## src/rtl/simple_out_capture.sv

```systemverilog
// Deserializes the core's 1-bit out stream LSB-first into WORD_W-bit words and buffers them in a small FIFO.
// Optional toggle counter is built when SIMPLE_OUT_CAPTURE_TOGGLE_CNT_EN is defined.
module simple_out_capture #(
    parameter int WORD_W     = 8,
    parameter int FIFO_DEPTH = 4,
    parameter int CNT_W      = 16,
    localparam int PTR_W     = $clog2(FIFO_DEPTH),
    localparam int LVL_W     = PTR_W + 1,
    localparam int BIT_W     = $clog2(WORD_W)
) (
    input  logic              clk,
    input  logic              rst_n,
    input  logic              en,
    input  logic              din,
    output logic [WORD_W-1:0] word_data,
    output logic              word_valid,
    input  logic              word_ready,
    output logic [LVL_W-1:0]  level,
    output logic              overflow,
    input  logic              clr_ovf,
    output logic [CNT_W-1:0]  toggle_cnt
);

    logic [BIT_W-1:0]  bit_cnt;
    logic [WORD_W-2:0] shreg;
    logic [WORD_W-1:0] full_word;
    logic [WORD_W-1:0] mem [FIFO_DEPTH];
    logic [PTR_W-1:0]  wr_ptr;
    logic [PTR_W-1:0]  rd_ptr;
    logic              last_bit;
    logic              fifo_full;
    logic              pop;
    logic              wr_en;
    logic              drop;

    // Handshake: a word transfers on any rising edge where word_valid and word_ready are both 1;
    // word_valid never depends on word_ready, and word_data holds steady until that edge.
    assign word_valid = (level != '0);
    assign word_data  = word_valid ? mem[rd_ptr] : '0;
    assign fifo_full  = (level == LVL_W'(FIFO_DEPTH));
    assign last_bit   = en && (bit_cnt == BIT_W'(WORD_W - 1));
    assign full_word  = {din, shreg};
    assign pop        = word_valid && word_ready;
    // A simultaneous pop frees the slot, so a completing word is kept even when full.
    assign wr_en      = last_bit && (!fifo_full || pop);
    assign drop       = last_bit && fifo_full && !pop;

    always_ff @(posedge clk or negedge rst_n) begin
        if (!rst_n) begin
            bit_cnt <= '0;
            shreg   <= '0;
        end else if (en) begin
            if (last_bit) begin
                bit_cnt <= '0;
                shreg   <= '0;
            end else begin
                bit_cnt <= bit_cnt + 1'b1;
                for (int i = 0; i < WORD_W - 1; i++) begin
                    if (bit_cnt == BIT_W'(i)) shreg[i] <= din;
                end
            end
        end
    end

    // Storage carries no reset; level gates visibility, so stale entries never reach word_data.
    always_ff @(posedge clk) begin
        if (wr_en) mem[wr_ptr] <= full_word;
    end

    always_ff @(posedge clk or negedge rst_n) begin
        if (!rst_n) begin
            wr_ptr <= '0;
            rd_ptr <= '0;
            level  <= '0;
        end else begin
            if (wr_en) wr_ptr <= wr_ptr + 1'b1;
            if (pop)   rd_ptr <= rd_ptr + 1'b1;
            case ({wr_en, pop})
                2'b10:   level <= level + 1'b1;
                2'b01:   level <= level - 1'b1;
                default: level <= level;
            endcase
        end
    end

    always_ff @(posedge clk or negedge rst_n) begin
        if (!rst_n)       overflow <= 1'b0;
        else if (drop)    overflow <= 1'b1;
        else if (clr_ovf) overflow <= 1'b0;
    end

`ifdef SIMPLE_OUT_CAPTURE_TOGGLE_CNT_EN
    logic prev_bit;

    always_ff @(posedge clk or negedge rst_n) begin
        if (!rst_n) begin
            prev_bit   <= 1'b0;
            toggle_cnt <= '0;
        end else if (en) begin
            prev_bit <= din;
            if ((din != prev_bit) && (toggle_cnt != {CNT_W{1'b1}}))
                toggle_cnt <= toggle_cnt + 1'b1;
        end
    end
`else
    assign toggle_cnt = '0;
`endif

endmodule

```

## config.mk

```make
export PLATFORM = sky130hd
export DESIGN_NAME = simple_out_capture
export DESIGN_NICKNAME = d
export VERILOG_FILES = /design/src/rtl/simple_out_capture.sv
export SDC_FILE = /design/constraint.sdc
export NUM_CORES = 1
export LEC_CHECK = 0
export ABC_CLOCK_PERIOD_IN_PS = 6500
export BUFFER_PORTS_ARGS = -buffer_cell sky130_fd_sc_hd__buf_2
export CORE_MARGIN = 1.5
export CORE_UTILIZATION = 30
export CTS_CLUSTER_DIAMETER = 40
export DETAILED_ROUTE_END_ITERATION = 8
export SYNTH_ARGS = -nofsm -noshare
export SYNTH_HDL_FRONTEND = slang
export SYNTH_SLANG_ARGS = --single-unit
```

## constraint.sdc

```tcl
create_clock -name clk -period 6.5 [get_ports clk]
set_input_delay 1.625 -clock clk [delete_from_list [all_inputs] [get_ports clk]]
set_output_delay 1.625 -clock clk [all_outputs]
set_load 0.01 [all_outputs]
```

==> run metrics <==
status=finished clean; Avg Cell Area, Syn=roughly 14 sq um; sequential power share=0.503; final clock skew=about 0.004 ns; initial antenna violation count=0; CTS sink cnt=50; busiest grt layer=met2; Die ar.=around 8400 sq um; io pins=35; leading register cell type out of synthesis=edfxtp_1; P_sw=~0.33 mW; largest net degree at the start of global routing=19; vias in the first global route=roughly 1.2k; Total Wirelength=approximately 3.7 mm; Worst Setup End Kind=output port; count leader, synth=edfxtp_1; pre-CTS setup slack=~2.9 ns; max-cap viol count=0; Worst Setup Start Kind=register; fin worst setup slack=2.95 ns; post_cts resized=0; GR Layer Usage met3=0.0299; clk slew on worst S/H paths=about 0.09 ns; Fin. Hold Viols=0; fillers=a little under 800; hold_ws=0.496 ns; postcts setup bufs=0; RSZ-0062 raised after global routing=false; Slew headroom=0.588; cell accounting for the most synthesized area=edfxtp_1; Starting Density=0.307; drt pass-1 iters=4; n_diodes=0; number of buffers created by CTS=5; Routed Antenna Nets=0; Worst EP required=just under 5 ns; Root Buffer=clkbuf_8; simple-gate share of the synthesized area=0.0843; Final Instance Area=2570 sq um; synthesized instance count=166; H-tree Lvls=2; Die Wd=between 90 and 100 um; Comb power frac=0.325; Adder-Cell Fraction of Synth Area=0.0668; R2R depth=11; Via density=4.22; Vias=approximately 1.2k; hold_buf cts=0; critical path peak fanout=10; Die H=between 90 and 100 um; CTS tree=done; met2 Use GR=0.147; post-synthesis xor/xnor area fraction=0.0223; crit path time final=3.55 ns; Async SR Flop Fraction=0.360; clock insertion delay at the later pin of the skew report=0.30 ns; Synth top area share=0.407; FF-to-FF End=level[2]; hold depth=1; Netlist cell types=29; PD cells=387 nW/um^2; Detail Placement HPWL=roughly 2.5 mm; Pleak=approximately 1.1 nW; worst-case vdd ir drop=around 86 uV; switching part of the total power=0.336; Hold Path End=level[2]; total gr overflow=0; Crit Path Class=reg -> out; Tcrit/Tclk final=0.546; Seq/Total Area, Yosys=0.598; worst slew pin tran=~0.62 ns; Final Setup Violations=0; Worst R2R Start=bit_cnt[0]; clock share of power=0.173; first-pass GRT wire length=6.00 mm; setup TNS=0 ns; area added between synthesis and finish=9.06%; Max Fclk=282 MHz; Hold Path Class=reg -> reg; Cell Int Power=0.662 mW; top cells by count, synth=edfxtp_1, dfrtp_1, inv_1; routing usage on met1=0.122; Port Buffer Count=18; Core Region=around 7700 sq um; synth top area cells=edfxtp_1, dfrtp_1, mux4_2; critical path arrival=roughly 1.9 ns; Rows=32; gpl congestion=between 0.7 and 0.8; mux cell area share after synthesis=0.0996; area fraction in compound gates after synthesis=0.0408; EDFF count, synth=32; main combinational cell family by area after synthesis=multiplexers; hold path startpoint=level[2]; wire per inst=12.7 um; DRC Markers=0; DR iter-0 viols=between 70 and 80; fin. max-slew vios=0; Clock Path Buffers=2; Final #Nets=between 200 and 250; Post-DP Area=around 2500 sq um; Yosys reg bits=50; R2R setup slack=4.11 ns; all-layer global routing usage=0.0945; Post-Syn Area=~2400 sq um; YS warnings=0; layout cells sized above 1=0.215
==> power by group through the flow <==
stage / Clock (mW) / Combinational [mW] / Sequential [mW]
3_5_place_dp: 0 / 0.326 / 0.510
5_1_grt: 0.185 / 0.365 / 0.516
4_1_cts: 0.173 / 0.328 / 0.503
2_1_floorplan: 0 / 0.272 / 0.466
6_report: 0.172 / 0.324 / 0.501
3_3_place_gp: 0 / 0.321 / 0.506
==> routing by layer <==
layer / routed length, um / vias to the layer above
li1: - / 585
met1: 1690 / 589
met2: 1720 / 33
met3: 176 / 9
met4: 67 / 0
met5: 0 / -
==> cell families (layout without fill, tap and decap cells) <==
kind of cell | Yosys count | after routing
and+or+nand+nor | 31 | 31
adders and majority gates | 12 | 12
muxes | 13 | 13
DFF | 50 | 50
AOI/OAI and AO/OA | 15 | 15
xor gates and xnor gates | 6 | 6
buffers and inverters | 38 | 43
other | 1 | 16
==> layout make-up <==
type                       instances  area, sq um  share of cell area
timing repair buffer              18         90.1              0.0350
clock inverter                     2         8.76             0.00340
tap                              102          128              0.0496
sequential                        50         1410               0.548
multi-input combinational         93          801               0.311
inverter                          17         63.8              0.0248
clock buffer                       6         72.6              0.0282
==> through the flow <==
stage | utilization | power (mW) | instances
2_1_floorplan | - | 0.738 | 181
3_3_place_gp | 0.324 | 0.827 | 280
3_5_place_dp | 0.324 | 0.836 | 280
4_1_cts | 0.335 | 1.00 | 288
5_1_grt | 0.335 | 1.07 | 288
6_report | 0.335 | 0.996 | 288
==> critical path, cell delays in order, from the launching register on <==
cell and delay, ns:
dfrtp_1 0.74, mux4_2 0.59, and2_1 0.17, buf_2 0.13
==> layout by cell type, fill, tap and decap left out, drive strengths merged, types with 2 or more instances in the layout <==
master | Yosys | routed
dfrtp | 18 | 18
nand2 | 6 | 6
mux4 | 8 | 8
nor2b | 2 | 2
nand2b | 3 | 3
a22oi | 4 | 4
and2 | 14 | 14
o21ai | 2 | 2
xnor2 | 3 | 3
inv | 17 | 17
clkbuf | 3 | 6
xor2 | 3 | 3
clkinv | 0 | 2
edfxtp | 32 | 32
mux2i | 4 | 4
o22ai | 9 | 9
conb | 1 | 16
ha | 11 | 11
buf | 18 | 18
==> registers in the layout (all words and copies together), names as in the netlist <==
signal,cells
rd_ptr,2
bit_cnt,3
mem,32
shreg,7
overflow,1
level,3
wr_ptr,2
==> worst max-delay path by stage <==
stage | slack (ns) | start | endpoint
after floorplan | 3.17 | word_ready | level[2]
after global routing | 2.84 | rd_ptr[0] | word_data[3]
final | 2.95 | rd_ptr[0] | word_data[6]
after detailed placement | 2.94 | word_ready | level[2]
after global placement | 3.01 | word_ready | level[2]
after CTS | 2.91 | rd_ptr[0] | word_data[6]
(Power assumes the default switching activity.)
